[config.mk]
export PLATFORM = sky130hd
export DESIGN_NAME = csr_trap_sequencer_flat
export DESIGN_NICKNAME = d
export VERILOG_FILES = /design/src/rtl/csr_pkg.sv /design/src/rtl/csr_trap_sequencer_if.sv /design/src/rtl/csr_trap_target.sv /design/src/rtl/csr_trap_sequencer.sv /design/src/flat_wrapper.sv
export SDC_FILE = /design/constraint.sdc
export NUM_CORES = 1
export LEC_CHECK = 0
export BUFFER_PORTS_ARGS = -buffer_cell sky130_fd_sc_hd__buf_4
export CAP_MARGIN = 20
export CORE_ASPECT_RATIO = 0.5
export CORE_MARGIN = 1.5
export CORE_UTILIZATION = 40
export DETAILED_ROUTE_END_ITERATION = 6
export GPL_TIMING_DRIVEN = 0
export PLACE_DENSITY = 0.7
export SETUP_SLACK_MARGIN = 0.2
export SLEW_MARGIN = 20
export SYNTH_ARGS = -nofsm -noshare
export SYNTH_HDL_FRONTEND = slang
export SYNTH_SLANG_ARGS = --single-unit
[constraint.sdc]
create_clock -name i_clk -period 3.1 [get_ports i_clk]
set_input_delay 0.465 -clock i_clk [delete_from_list [all_inputs] [get_ports i_clk]]
set_output_delay 0.465 -clock i_clk [all_outputs]
set_load 0.05 [all_outputs]
[src/rtl/csr_pkg.sv]
// Shared CSR definitions for the supervisor trap/SRET sequencer: addresses,
// sstatus bit positions, sequencer states and the sstatus rewrite helpers.
package csr_pkg;

  localparam logic [11:0] CSR_SSTATUS = 12'h100;
  localparam logic [11:0] CSR_STVEC   = 12'h105;
  localparam logic [11:0] CSR_SEPC    = 12'h141;
  localparam logic [11:0] CSR_SCAUSE  = 12'h142;
  localparam logic [11:0] CSR_STVAL   = 12'h143;
  localparam logic [11:0] CSR_SIP     = 12'h144;

  localparam int SSTATUS_SIE  = 1;
  localparam int SSTATUS_SPIE = 5;
  localparam int SSTATUS_SPP  = 8;

  typedef enum logic [2:0] {
    S_IDLE,
    S_W_SEPC,
    S_W_SCAUSE,
    S_W_STVAL,
    S_W_SSTATUS,
    S_SRET_STATUS,
    S_REDIRECT
  } seq_state_t;

  // Trap entry: stash SIE into SPIE, disable interrupts, record previous privilege.
  function automatic logic [31:0] trap_sstatus(input logic [31:0] sstatus,
                                               input logic        from_s);
    logic [31:0] v;
    v               = sstatus;
    v[SSTATUS_SPIE] = sstatus[SSTATUS_SIE];
    v[SSTATUS_SIE]  = 1'b0;
    v[SSTATUS_SPP]  = from_s;
    return v;
  endfunction

  // SRET: restore SIE from SPIE, re-arm SPIE, drop back to U in SPP.
  function automatic logic [31:0] sret_sstatus(input logic [31:0] sstatus);
    logic [31:0] v;
    v               = sstatus;
    v[SSTATUS_SIE]  = sstatus[SSTATUS_SPIE];
    v[SSTATUS_SPIE] = 1'b1;
    v[SSTATUS_SPP]  = 1'b0;
    return v;
  endfunction

endpackage

[src/rtl/csr_trap_sequencer_if.sv]
// Bundle between the pipeline/CSR file and the trap sequencer. The pipeline side
// (master) drives requests and current CSR values; the sequencer (slave) drives the write port.
interface csr_trap_sequencer_if;

  logic        i_trap_req;
  logic [31:0] i_trap_cause;
  logic [31:0] i_trap_pc;
  logic [31:0] i_trap_tval;
  logic        i_trap_from_s;
  logic        i_sret_req;
  logic [31:0] i_sstatus;
  logic [31:0] i_stvec;
  logic [31:0] i_sepc;
  logic        i_instr_csr_load;
  logic [11:0] i_instr_csr_select;
  logic [31:0] i_instr_csr_data;

  logic        o_csr_load;
  logic [11:0] o_csr_select;
  logic [31:0] o_csr_data;
  logic        o_ack;
  logic        o_busy;
  logic        o_redirect_valid;
  logic [31:0] o_redirect_pc;

  modport master (
    output i_trap_req, i_trap_cause, i_trap_pc, i_trap_tval, i_trap_from_s,
           i_sret_req, i_sstatus, i_stvec, i_sepc,
           i_instr_csr_load, i_instr_csr_select, i_instr_csr_data,
    input  o_csr_load, o_csr_select, o_csr_data, o_ack, o_busy,
           o_redirect_valid, o_redirect_pc
  );

  modport slave (
    input  i_trap_req, i_trap_cause, i_trap_pc, i_trap_tval, i_trap_from_s,
           i_sret_req, i_sstatus, i_stvec, i_sepc,
           i_instr_csr_load, i_instr_csr_select, i_instr_csr_data,
    output o_csr_load, o_csr_select, o_csr_data, o_ack, o_busy,
           o_redirect_valid, o_redirect_pc
  );

endinterface

[src/rtl/csr_trap_target.sv]
// Trap target PC from stvec and scause: direct mode goes to BASE, vectored
// mode sends interrupts to BASE + 4*cause. MODE values 2/3 behave as direct.
module csr_trap_target #(
  parameter bit P_VECTORED_EN = 1'b1
) (
  input  logic [31:0] i_stvec,
  input  logic [31:0] i_cause,
  output logic [31:0] o_target
);

  logic [31:0] w_base;
  logic [31:0] w_offset;
  logic        w_vectored;
  logic        w_unused_cause_bit;

  assign w_base     = {i_stvec[31:2], 2'b00};
  // cause[30] lands beyond bit 31 after the <<2 and wraps away.
  assign w_offset   = {i_cause[29:0], 2'b00};
  assign w_vectored = P_VECTORED_EN && (i_stvec[1:0] == 2'b01) && i_cause[31];
  assign o_target   = w_vectored ? (w_base + w_offset) : w_base;

  assign w_unused_cause_bit = i_cause[30];

endmodule

[src/rtl/csr_trap_sequencer.sv]
// Supervisor trap-entry / SRET sequencer owning the CSR file's single write port.
// State and captured trap data are registered; the write port is a mux on state.
module csr_trap_sequencer
  import csr_pkg::*;
#(
  parameter bit P_VECTORED_EN = 1'b1
) (
  input  logic                 i_clk,
  input  logic                 i_rst,
  csr_trap_sequencer_if.slave  bus
);

  seq_state_t  r_state;
  logic [31:0] r_cause;
  logic [31:0] r_pc;
  logic [31:0] r_tval;
  logic        r_from_s;
  logic        r_is_sret;
  logic [31:0] w_trap_target;

  csr_trap_target #(
    .P_VECTORED_EN (P_VECTORED_EN)
  ) u_target (
    .i_stvec  (bus.i_stvec),
    .i_cause  (r_cause),
    .o_target (w_trap_target)
  );

  // NOTE: sequential state uses <= so every register samples pre-edge values.
  always_ff @(posedge i_clk) begin
    if (i_rst) begin
      r_state   <= S_IDLE;
      r_cause   <= '0;
      r_pc      <= '0;
      r_tval    <= '0;
      r_from_s  <= 1'b0;
      r_is_sret <= 1'b0;
    end else begin
      unique case (r_state)
        S_IDLE: begin
          if (bus.i_trap_req) begin
            r_cause   <= bus.i_trap_cause;
            r_pc      <= bus.i_trap_pc;
            r_tval    <= bus.i_trap_tval;
            r_from_s  <= bus.i_trap_from_s;
            r_is_sret <= 1'b0;
            r_state   <= S_W_SEPC;
          end else if (bus.i_sret_req) begin
            r_is_sret <= 1'b1;
            r_state   <= S_SRET_STATUS;
          end
        end
        S_W_SEPC:      r_state <= S_W_SCAUSE;
        S_W_SCAUSE:    r_state <= S_W_STVAL;
        S_W_STVAL:     r_state <= S_W_SSTATUS;
        S_W_SSTATUS:   r_state <= S_REDIRECT;
        S_SRET_STATUS: r_state <= S_REDIRECT;
        S_REDIRECT:    r_state <= S_IDLE;
        default:       r_state <= S_IDLE;
      endcase
    end
  end

  // NOTE: every output gets a default first so no path through the case infers a latch.
  always_comb begin
    bus.o_csr_load       = 1'b0;
    bus.o_csr_select     = '0;
    bus.o_csr_data       = '0;
    bus.o_ack            = 1'b0;
    bus.o_busy           = 1'b1;
    bus.o_redirect_valid = 1'b0;
    bus.o_redirect_pc    = '0;
    unique case (r_state)
      S_IDLE: begin
        // The instruction path keeps the port in IDLE, acceptance cycle included.
        bus.o_busy       = 1'b0;
        bus.o_csr_load   = bus.i_instr_csr_load;
        bus.o_csr_select = bus.i_instr_csr_select;
        bus.o_csr_data   = bus.i_instr_csr_data;
        bus.o_ack        = !i_rst && (bus.i_trap_req || bus.i_sret_req);
      end
      S_W_SEPC: begin
        bus.o_csr_load   = 1'b1;
        bus.o_csr_select = CSR_SEPC;
        bus.o_csr_data   = r_pc;
      end
      S_W_SCAUSE: begin
        bus.o_csr_load   = 1'b1;
        bus.o_csr_select = CSR_SCAUSE;
        bus.o_csr_data   = r_cause;
      end
      S_W_STVAL: begin
        bus.o_csr_load   = 1'b1;
        bus.o_csr_select = CSR_STVAL;
        bus.o_csr_data   = r_tval;
      end
      S_W_SSTATUS: begin
        bus.o_csr_load   = 1'b1;
        bus.o_csr_select = CSR_SSTATUS;
        bus.o_csr_data   = trap_sstatus(bus.i_sstatus, r_from_s);
      end
      S_SRET_STATUS: begin
        bus.o_csr_load   = 1'b1;
        bus.o_csr_select = CSR_SSTATUS;
        bus.o_csr_data   = sret_sstatus(bus.i_sstatus);
      end
      S_REDIRECT: begin
        bus.o_redirect_valid = 1'b1;
        bus.o_redirect_pc    = r_is_sret ? {bus.i_sepc[31:1], 1'b0} : w_trap_target;
      end
      default: ;
    endcase
  end

endmodule

[src/flat_wrapper.sv]
// flat-port wrapper written by rule: the top's interface ports become plain ports
module csr_trap_sequencer_flat import csr_pkg::*;
#(
  parameter bit P_VECTORED_EN = 1'b1
)
  (i_clk, i_rst, bus_i_trap_req, bus_i_trap_cause, bus_i_trap_pc, bus_i_trap_tval, bus_i_trap_from_s, bus_i_sret_req, bus_i_sstatus, bus_i_stvec, bus_i_sepc, bus_i_instr_csr_load, bus_i_instr_csr_select, bus_i_instr_csr_data, bus_o_csr_load, bus_o_csr_select, bus_o_csr_data, bus_o_ack, bus_o_busy, bus_o_redirect_valid, bus_o_redirect_pc);
  csr_trap_sequencer_if bus_i ();
  input  logic i_clk;
  input  logic i_rst;
  input wire logic [$bits(bus_i.i_trap_req)-1:0] bus_i_trap_req;
  input wire logic [$bits(bus_i.i_trap_cause)-1:0] bus_i_trap_cause;
  input wire logic [$bits(bus_i.i_trap_pc)-1:0] bus_i_trap_pc;
  input wire logic [$bits(bus_i.i_trap_tval)-1:0] bus_i_trap_tval;
  input wire logic [$bits(bus_i.i_trap_from_s)-1:0] bus_i_trap_from_s;
  input wire logic [$bits(bus_i.i_sret_req)-1:0] bus_i_sret_req;
  input wire logic [$bits(bus_i.i_sstatus)-1:0] bus_i_sstatus;
  input wire logic [$bits(bus_i.i_stvec)-1:0] bus_i_stvec;
  input wire logic [$bits(bus_i.i_sepc)-1:0] bus_i_sepc;
  input wire logic [$bits(bus_i.i_instr_csr_load)-1:0] bus_i_instr_csr_load;
  input wire logic [$bits(bus_i.i_instr_csr_select)-1:0] bus_i_instr_csr_select;
  input wire logic [$bits(bus_i.i_instr_csr_data)-1:0] bus_i_instr_csr_data;
  output wire logic [$bits(bus_i.o_csr_load)-1:0] bus_o_csr_load;
  output wire logic [$bits(bus_i.o_csr_select)-1:0] bus_o_csr_select;
  output wire logic [$bits(bus_i.o_csr_data)-1:0] bus_o_csr_data;
  output wire logic [$bits(bus_i.o_ack)-1:0] bus_o_ack;
  output wire logic [$bits(bus_i.o_busy)-1:0] bus_o_busy;
  output wire logic [$bits(bus_i.o_redirect_valid)-1:0] bus_o_redirect_valid;
  output wire logic [$bits(bus_i.o_redirect_pc)-1:0] bus_o_redirect_pc;
  assign bus_i.i_trap_req = bus_i_trap_req;
  assign bus_i.i_trap_cause = bus_i_trap_cause;
  assign bus_i.i_trap_pc = bus_i_trap_pc;
  assign bus_i.i_trap_tval = bus_i_trap_tval;
  assign bus_i.i_trap_from_s = bus_i_trap_from_s;
  assign bus_i.i_sret_req = bus_i_sret_req;
  assign bus_i.i_sstatus = bus_i_sstatus;
  assign bus_i.i_stvec = bus_i_stvec;
  assign bus_i.i_sepc = bus_i_sepc;
  assign bus_i.i_instr_csr_load = bus_i_instr_csr_load;
  assign bus_i.i_instr_csr_select = bus_i_instr_csr_select;
  assign bus_i.i_instr_csr_data = bus_i_instr_csr_data;
  assign bus_o_csr_load = bus_i.o_csr_load;
  assign bus_o_csr_select = bus_i.o_csr_select;
  assign bus_o_csr_data = bus_i.o_csr_data;
  assign bus_o_ack = bus_i.o_ack;
  assign bus_o_busy = bus_i.o_busy;
  assign bus_o_redirect_valid = bus_i.o_redirect_valid;
  assign bus_o_redirect_pc = bus_i.o_redirect_pc;
  csr_trap_sequencer #(.P_VECTORED_EN(P_VECTORED_EN)) u_core (.i_clk(i_clk), .i_rst(i_rst), .bus(bus_i));
endmodule
==> metrics.txt <==
period utilization=107%; final wirelength=32.6 mm; dpl hpwl=25.3 mm; most common cell after layout, fill and taps aside=buf_4; maximum clock rate=302 MHz; Pre-antenna DRT Iters=5; hold_buf cts=0; fin worst setup slack=-0.210 ns; Initial Util=41.3%; Distinct cells, synth=67; Max stage delay on crit path=0.36 ns; syn_nets=1272; Die Span Y=98.1 um; Seq/Total Area, Yosys=27.9%; Worst EP arrival=2.85 ns; crit path kind=reg2out; nets=1627; leakage=4.75 nW; P&R area growth vs syn=55.7%; most frequent cells in the layout=325 x buf_4, 271 x nand2_1, 135 x a21oi_1; RSZ-0062 raised after global routing=true; Die Area=19000 sq um; final cell count without fillers=1594; area of the multi-input gates=5380 sq um; clk slew on worst S/H paths=0.07 ns; startpoint types=register; wire per inst=20.5 um; Clock Latency Late Sink=0.35 ns; PortBufs=318; final setup violation count=12; vias=8942; Cell Area, Synth=7240 sq um; antenna violations before repair=1; Synth area leaders=dfxtp_1 28%, nand2_1 14%, a21oi_1 10%, mux4_2 10%, ha_1 5.0%; worst vdd ir=0.000388 V; async set or reset register ratio after synthesis=0%; Num CTS Buffers=9; Ports=322; Via density=5.61; CTS root buffer=clkbuf_16; DRC errors left=0; CTS max path bufs=2; Overflow after GRT=0; final-report hold violation count=0; Avg Cell Area, Syn=7.24 sq um; crit end category=primary output; outcome=finished, violations left; Top FF cell, synth=dfxtp_1; largest area contributor in the netlist=dfxtp_1; Pwr per Cell Area=485 nW/um^2; DRT antenna net count=0; failing checks=setup timing; core area=17500 sq um; Global Route Usage Sum=33.3%; number of synthesized register bits=101; H-tree depth=3; largest net degree at the start of global routing=19; Yosys top cell area share=27.9%; Antenna diodes=0; Die Wd=193 um; yosys warns=0; Row Count=34; initial drt markers=781; cell family with most CP delay=simple AND/OR/NAND/NOR gates; critical path required time=2.63 ns; Worst Skew=0.00921 ns; vias in the first global route=8818; Inst Count DP=1552; CTS tree=done; Worst Tran Pin Value=0.833 ns; Synth Instances=1000; DP Area=10100 sq um; Seq. cell area=2070 sq um; share of layout cells above drive strength 1=39.8%; CP cell instances=ha_4 -> inv_2 -> fa_2 -> and2b_2 -> o211ai_4 -> a31oi_4 -> a21oi_4 -> o41ai_4 -> buf_4 -> and4_4 -> nor4_4 -> buf_6; # fillers=1580; Max-Cap Viols=0; Post-synth EDFFs=0; WP buf/inv=3; Pins Over Slew Limit=0; HP Class=in2reg; fin area=11300 sq um; max_slew headroom=44.4%; min cycle time layout=3.31 ns; first-pass GRT wire length=49.1 mm; slowest library cell on the worst path=dfxtp_4; gpl congestion=0.991; Clock Sinks=101; hold slack=0.324 ns; worst-path fanout max=4
kinds of logic after synthesis:
family          count (synthesis)  share of synthesized area [%]
simple gates                  407                           23.5
mux                            38                           10.8
other cells                     1                         0.0518
compound gates                285                           23.7
xor+xnor                       18                           2.18
fa+ha+maj                      30                           5.29
flops                         101                           27.9
buf+inv                       120                           6.50
synth_stat cells (6+ instances only):
cell type / n
inv_1: 45
xor2_1: 10
xnor2_1: 8
nor3_1: 28
mux4_2: 32
buf_2: 13
a21oi_1: 146
dfxtp_1: 101
and3_1: 7
and2_1: 9
o21ai_0: 66
nand2_1: 276
a31oi_1: 6
nand3_1: 7
nand4_1: 7
nor2_1: 49
clkbuf_1: 58
a21o_1: 7
ha_1: 29
area by class of cell:
| class | count | share of cell area (%) |
|---|---|---|
| Multi-Input combinational cell | 779 | 47.8 |
| Timing Repair Buffer | 344 | 23.7 |
| Sequential cell | 101 | 18.4 |
| Buffer | 75 | 3.29 |
| Tap cell | 234 | 2.60 |
| Clock buffer | 10 | 2.12 |
| Inverter | 45 | 1.50 |
| Clock inverter | 6 | 0.700 |
worst reg2reg max path, delay by kind of cell, from the launching register on:
kind	cells	cell delay [ns]
AO/OA/AOI/OAI	1	0.16
buffers and inverters	3	1.17
AND/OR/NAND/NOR	3	0.51
flip-flops	1	0.31
layer usage:
layer	global-route usage, %	share of wire, %	wire (um)	vias up
li1	-	-	-	4184
met1	42.8	42	13600	4284
met2	55.8	48	15500	419
met3	7.50	8.6	2820	55
met4	11.0	2.3	736	0
met5	0	0	0	-
power by group:
| part | switching (W) | leakage [nW] | internal [W] |
|---|---|---|---|
| logic | 0.00168 | 3.76 | 0.00102 |
| registers | 0.000130 | 0.837 | 0.00143 |
| clock network | 0.000539 | 0.157 | 0.000666 |
| total | 0.00235 | 4.75 | 0.00311 |
through the flow:
step	setup WS, ns	setup TNS, ns	total power (W)	utilization [%]
floorplan	-0.0198	-0.0198	0.00316	-
global placement	-0.359	-2.70	0.00402	57.9
finish	-0.210	-1.41	0.00547	64.3
global route	-0.286	-2.85	0.00570	64.3
CTS	-0.227	-1.37	0.00537	63.2
detailed placement	-0.340	-2.50	0.00406	57.9
sequential cells by signal (all words and copies together), names as in the netlist:
signal / cells
u_core.r_cause: 32
u_core.r_from_s: 1
u_core.r_is_sret: 1
u_core.r_pc: 32
u_core.r_state: 3
u_core.r_tval: 32
path summary, 6_finish.rpt:
path                             startpoint                              to  slack (ns)  depth (start not counted)
max          u_core.r_cause[0]$_SDFFE_PP0P_           bus_o_redirect_pc[26]       -0.21                         12
min                                   i_rst  u_core.r_state[0]$_SDFFE_PP0P_        0.32                          2
max reg2reg  u_core.r_state[0]$_SDFFE_PP0P_    u_core.r_pc[17]$_SDFFE_PP0P_        0.88                          7
min reg2reg  u_core.r_tval[14]$_SDFFE_PP0P_  u_core.r_tval[14]$_SDFFE_PP0P_        0.45                          2
timing repair:
action                     4_1_cts  5_1_grt
setup endpoints to repair       50       52
pin swaps                       25       15
buffers inserted                20        6
resized for setup              134       32
cloned                           0        0
Note: power is estimated with default switching activity, not from simulation.
